### src/rtl/mod_mul_word_serial.sv
// Word-serial unsigned multiplier: P = A*B using one DATA_SIZE x W_SIZE multiply per cycle.
// Optional MUL_ZERO_SKIP_EN finishes early once the remaining digits of B are all zero.
module mod_mul_word_serial #(
  parameter int unsigned DATA_SIZE = 32,
  parameter int unsigned W_SIZE    = 8,
  parameter int unsigned TAG_W     = 4
) (
  input  logic                     clk,
  input  logic                     reset,
  input  logic                     in_valid,
  output logic                     in_ready,
  input  logic [DATA_SIZE-1:0]     A,
  input  logic [DATA_SIZE-1:0]     B,
  input  logic [TAG_W-1:0]         in_tag,
  output logic                     out_valid,
  input  logic                     out_ready,
  output logic [2*DATA_SIZE-1:0]   P,
  output logic [TAG_W-1:0]         out_tag
);

  localparam int unsigned K  = DATA_SIZE / W_SIZE;
  localparam int unsigned KW = (K > 1) ? $clog2(K) : 1;
  localparam int unsigned PW = 2 * DATA_SIZE;

  typedef enum logic [1:0] {StIdle, StMul, StDone} state_e;

  state_e                      r_state;
  logic                        r_in_ready;
  logic                        r_out_valid;
  logic [PW-1:0]               r_p;
  logic [TAG_W-1:0]            r_out_tag;
  logic [TAG_W-1:0]            r_tag;
  logic [DATA_SIZE-1:0]        r_a;
  logic [DATA_SIZE-1:0]        r_b;
  logic [PW-1:0]               r_acc;
  logic [KW-1:0]               r_k;

  logic [W_SIZE-1:0]           w_digit;
  logic [DATA_SIZE+W_SIZE-1:0] w_pp;
  logic [PW-1:0]               w_pp_shift;
  logic [PW-1:0]               w_acc_next;
  logic                        w_last;

  // r_b is shifted right each cycle, so the current digit is always the low W_SIZE bits
  assign w_digit    = r_b[W_SIZE-1:0];
  assign w_pp       = {{W_SIZE{1'b0}}, r_a} * {{DATA_SIZE{1'b0}}, w_digit};
  assign w_pp_shift = PW'(w_pp) << (r_k * W_SIZE);
  assign w_acc_next = r_acc + w_pp_shift;

`ifdef MUL_ZERO_SKIP_EN
  assign w_last = (r_k == KW'(K - 1)) || ((r_b >> W_SIZE) == '0);
`else
  assign w_last = (r_k == KW'(K - 1));
`endif

  always_ff @(posedge clk or posedge reset) begin
    if (reset) begin
      r_state     <= StIdle;
      r_in_ready  <= 1'b1;
      r_out_valid <= 1'b0;
      r_p         <= '0;
      r_out_tag   <= '0;
      r_tag       <= '0;
      r_a         <= '0;
      r_b         <= '0;
      r_acc       <= '0;
      r_k         <= '0;
    end else begin
      unique case (r_state)
        StIdle: begin
          if (in_valid) begin
            r_a        <= A;
            r_b        <= B;
            r_tag      <= in_tag;
            r_acc      <= '0;
            r_k        <= '0;
            r_in_ready <= 1'b0;
            r_state    <= StMul;
          end
        end
        StMul: begin
          r_acc <= w_acc_next;
          r_b   <= r_b >> W_SIZE;
          if (w_last) begin
            // Counter parks at 0 so it never steps past K-1
            r_k         <= '0;
            r_p         <= w_acc_next;
            r_out_tag   <= r_tag;
            r_out_valid <= 1'b1;
            r_state     <= StDone;
          end else begin
            r_k <= r_k + KW'(1);
          end
        end
        StDone: begin
          if (out_ready) begin
            r_out_valid <= 1'b0;
            r_in_ready  <= 1'b1;
            r_state     <= StIdle;
          end
        end
        default: begin
          r_out_valid <= 1'b0;
          r_in_ready  <= 1'b1;
          r_state     <= StIdle;
        end
      endcase
    end
  end

  assign in_ready  = r_in_ready;
  assign out_valid = r_out_valid;
  assign P         = r_p;
  assign out_tag   = r_out_tag;

endmodule
### config.mk
export PLATFORM = sky130hd
export DESIGN_NAME = mod_mul_word_serial
export DESIGN_NICKNAME = d
export VERILOG_FILES = /design/src/rtl/mod_mul_word_serial.sv
export SDC_FILE = /design/constraint.sdc
export NUM_CORES = 1
export LEC_CHECK = 0
export BUFFER_PORTS_ARGS = -buffer_cell sky130_fd_sc_hd__buf_2
export CAP_MARGIN = 20
export CORE_MARGIN = 8
export CORE_UTILIZATION = 30
export DETAILED_ROUTE_END_ITERATION = 6
export PLACE_DENSITY = 0.51
export SYNTH_ARGS = -nofsm -noshare
export SYNTH_HDL_FRONTEND = slang
export SYNTH_SLANG_ARGS = --single-unit
### constraint.sdc
create_clock -name clk -period 21.6 [get_ports clk]
set_clock_uncertainty 0.15 [all_clocks]
set_input_delay 2.16 -clock clk [delete_from_list [all_inputs] [get_ports clk]]
set_output_delay 2.16 -clock clk [all_outputs]
set_load 0.005 [all_outputs]
==> summary.txt <==
Run status
  • Outcome: completed

Global routing
  • Overflow left after global routing: 0
  • Global-route wire length before repair: 98530 um
  • Vias in the first global route: 17340
  • Gr usage total: 16.03%
  • Maximum number of pins on one net before global-route repair: 122
  • Antenna violations before repair: 0

Logic synthesis
  • Sequential cell area fraction in the yosys report: 25.50%
  • Count of unique library cells instantiated by Yosys: 78
  • Mapped Nets: 2746
  • Predominant post-synthesis flop cell: dfrtp_1
  • Area share of the largest cell type after synthesis: 25.37%
  • Count of warnings emitted by yosys: 0
  • Synth area leaders: dfrtp_1, fa_1, ha_1
  • Area of the mapped netlist: 20220 um2
  • Mean Syn Cell Area: 8.534 um2
  • Synthesis-stage register bit count: 206
  • EDFF count, synth: 0
  • Top cell type by total area after synthesis: dfrtp_1
  • Proportion of synthesized flip-flops having asynchronous set or reset: 100.0%
  • Cells after Synth: 2369

Clock tree
  • Largest buffer count on any clock path: 3
  • TritonCTS Buffers: 27
  • Number of hold-repair buffers added at the cts stage: 0
  • Insertion delay of the later-clocked pin in the worst-skew pair: 0.60 ns
  • Count of cells resized by post-cts repair: 0
  • Number of buffers inserted to repair setup after CTS: 0
  • Clock-pin slew of the registers on the worst-case setup and hold paths: 0.06 ns
  • Root buf cell: clkbuf_16
  • CTS tree: done
  • Number of H-tree levels: 1
  • Total clock sinks: 206

Placement
  • Number of input and output port buffers inserted: 141
  • HPWL Detailed: 45760 um
  • Instance area at placement: 21690 um2
  • Number of cells in the design after placement: 3273
  • Placer Congestion: 0.8515

Layout
  • Area of all placed cells without fillers: 22690 um2
  • Seq. cell area: 5156 um2
  • Signed area change from the synthesized netlist to the final layout: 12.22%
  • Number of nets at the end of the flow: 2807
  • Number of standard cells in the final layout excluding fillers: 3322
  • Final Util: 33.90%
  • Proportion of layout cells with a drive suffix above 1: 10.53%
  • Multi-input gate area: 13920 um2
  • Number of fill cells: 7011
  • Number of inserted diodes: 0

Route
  • Detailed-route DRC error count: 0
  • Via count: 16750
  • Mean routed wirelength per cell: 18.27 um
  • Antenna Violating Nets Remaining: 0
  • Number of search-and-repair iterations in the first detailed-routing pass: 7
  • Via-per-instance ratio: 5.043
  • Iter 0 DRT Violations: 877
  • Final WL: 60690 um

Floorplanning
  • Number of placement rows: 95
  • Height of the die: 275.6 um
  • I/O pin total: 142
  • Total die area: 75960 um2
  • Std-Cell Core Area: 66920 um2
  • Starting Density: 30.21%
  • DIE WIDTH: 275.6 um

Setup path
  • Critical register-to-register path startpoint: r_b[6]$_DFFE_PP0P_
  • CP endpoint kind: register
  • Maximum fanout count along the critical path: 33
  • Highest-delay cell along the critical path: dfrtp_1
  • Worst reg2reg endpoint: P[63]$_DFFE_PP0P_
  • Reg-to-reg slack, setup: 12.13 ns
  • Worst EP required: 21.91 ns
  • Path depth of the worst reg2reg path: 31
  • Worst Setup Path Type: register to register
  • Worst setup SP type: register
  • Cell occurring most often along the worst timing path: fa_1
  • Max stage delay on crit path: 1.06 ns
  • Arrival time of the worst setup path: 9.79 ns

STA
  • Final setup viols: 0
  • Count of endpoints failing hold in the final timing report: 0
  • Final-layout setup total negative slack: 0 ns
  • Post-layout minimum cycle time: 9.473 ns
  • Final worst-path cycle share: 43.86%
  • Fmax: 105.6 MHz
  • Slew @ Worst Pin: 1.097 ns
  • RSZ-0062 raised after global routing: false
  • Fin. max-slew vios: 0
  • Relative slew slack: 26.85%

Min path
  • Min-delay src: r_tag[1]$_DFFE_PP0P_
  • Hold EP: r_tag[1]$_DFFE_PP0P_
  • Path category of the worst min-delay check: register to register
  • Worst hold path stage count: 2

Flow run
  • Max-cap check violation count: 0
## sequential cells by signal, summed over array words and instances (netlist names)
signal	cells
P	64
r_acc	64
r_a	32
r_b	32
out_tag	4
r_tag	4
r_k	2
r_state	2
in_ready	1
out_valid	1
## synth_stat cells (53+ instances only)
cell      number
nand2_1      387
and2_1       221
dfrtp_1      205
o21ai_0      193
inv_1        184
fa_1         181
a21oi_1      124
ha_1         124
clkbuf_1     115
nor2_1       110
nand3_1       82
xnor2_1       54
a21o_1        53
## per-layer routing
metal | routed length, um | GRT usage, % | vias up | share of wire (%)
met5 | 0 | 0 | - | 0
met1 | 28660 | 23.01 | 8254 | 47
li1 | - | - | 8026 | -
met2 | 27820 | 25.59 | 397 | 46
met4 | 1321 | 3.665 | 0 | 2.2
met3 | 2894 | 1.931 | 75 | 4.8
## placed cells by master (no fill, tap or decap), types with 7 or more instances in the layout
| cell type | synthesis | routed |
|---|---|---|
| buf_4 | 0 | 16 |
| mux2i_1 | 17 | 17 |
| and3_1 | 10 | 10 |
| nand3_1 | 82 | 82 |
| o21bai_1 | 12 | 12 |
| nand2_1 | 387 | 386 |
| clkbuf_16 | 0 | 27 |
| a211oi_1 | 9 | 9 |
| nand4_1 | 23 | 23 |
| nand2b_1 | 16 | 15 |
| buf_2 | 3 | 141 |
| a21oi_1 | 124 | 124 |
| xnor2_1 | 54 | 54 |
| a31oi_1 | 36 | 36 |
| nor2b_1 | 12 | 12 |
| o211ai_1 | 11 | 11 |
| a21o_1 | 53 | 53 |
| xor2_1 | 41 | 41 |
| inv_1 | 184 | 183 |
| dfrtp_1 | 205 | 205 |
| nor3_1 | 12 | 12 |
| o21ai_1 | 8 | 8 |
| mux2_2 | 14 | 14 |
| o21ai_0 | 193 | 193 |
| nor2_1 | 110 | 109 |
| ha_1 | 124 | 124 |
| clkbuf_8 | 0 | 7 |
| and2_1 | 221 | 221 |
| fa_1 | 181 | 181 |
| o21a_1 | 11 | 11 |
## worst max-delay path, delay by kind of cell, from the launching register on
| family | cells | cell delay, ns |
|---|---|---|
| compound gates | 15 | 3.52 |
| mux | 1 | 0.27 |
| flops | 1 | 1.06 |
| buf+inv | 3 | 0.16 |
| fa+ha+maj | 6 | 2.99 |
| simple gates | 4 | 0.63 |
| xor+xnor | 2 | 0.57 |
## final cells by class
class                   count  area share, %
repair buffers            158          3.761
flip-flops and latches    206          22.73
multi-input cells        1852          61.34
clock inverters            13         0.8493
well taps                 873          4.814
clock buffers              35          3.419
inverters                 185          3.094
## worst max path at each step
| stage | slack [ns] | startpoint | to | depth (start not counted) |
|---|---|---|---|---|
| after CTS | 12.26 | r_b[6]$_DFFE_PP0P_ | P[49]$_DFFE_PP0P_ | 31 |
| after floorplan | 13.67 | reset | P[0]$_DFFE_PP0P_ | 1 |
| after global routing | 11.44 | r_b[7]$_DFFE_PP0P_ | P[56]$_DFFE_PP0P_ | 32 |
| after detailed placement | 12.29 | r_b[6]$_DFFE_PP0P_ | r_acc[49]$_DFFE_PP0P_ | 31 |
| after global placement | 12.45 | r_b[7]$_DFFE_PP0P_ | P[63]$_DFFE_PP0P_ | 31 |
| final | 12.13 | r_b[6]$_DFFE_PP0P_ | P[63]$_DFFE_PP0P_ | 31 |
## cells by family (layout without fill, tap and decap cells)
family	count (synthesis)	in the layout	share of synthesized area, %
mux	31	31	1.621
xor+xnor	95	95	4.115
flops	206	206	25.50
fa+ha+maj	305	305	25.60
buf+inv	311	391	5.792
simple gates	894	894	21.11
compound gates	527	527	16.26
## per-stage QoR
step                hold slack, ns  worst slack [ns]
floorplan                   0.2917             13.67
global placement            0.3056             12.45
detailed placement          0.3083             12.29
CTS                         0.3231             12.26
global route                0.3393             11.44
finish                      0.3213             12.13
Power is not shown: default switching activity piles up to over one toggle a cycle in this logic, so the estimate is an artifact.
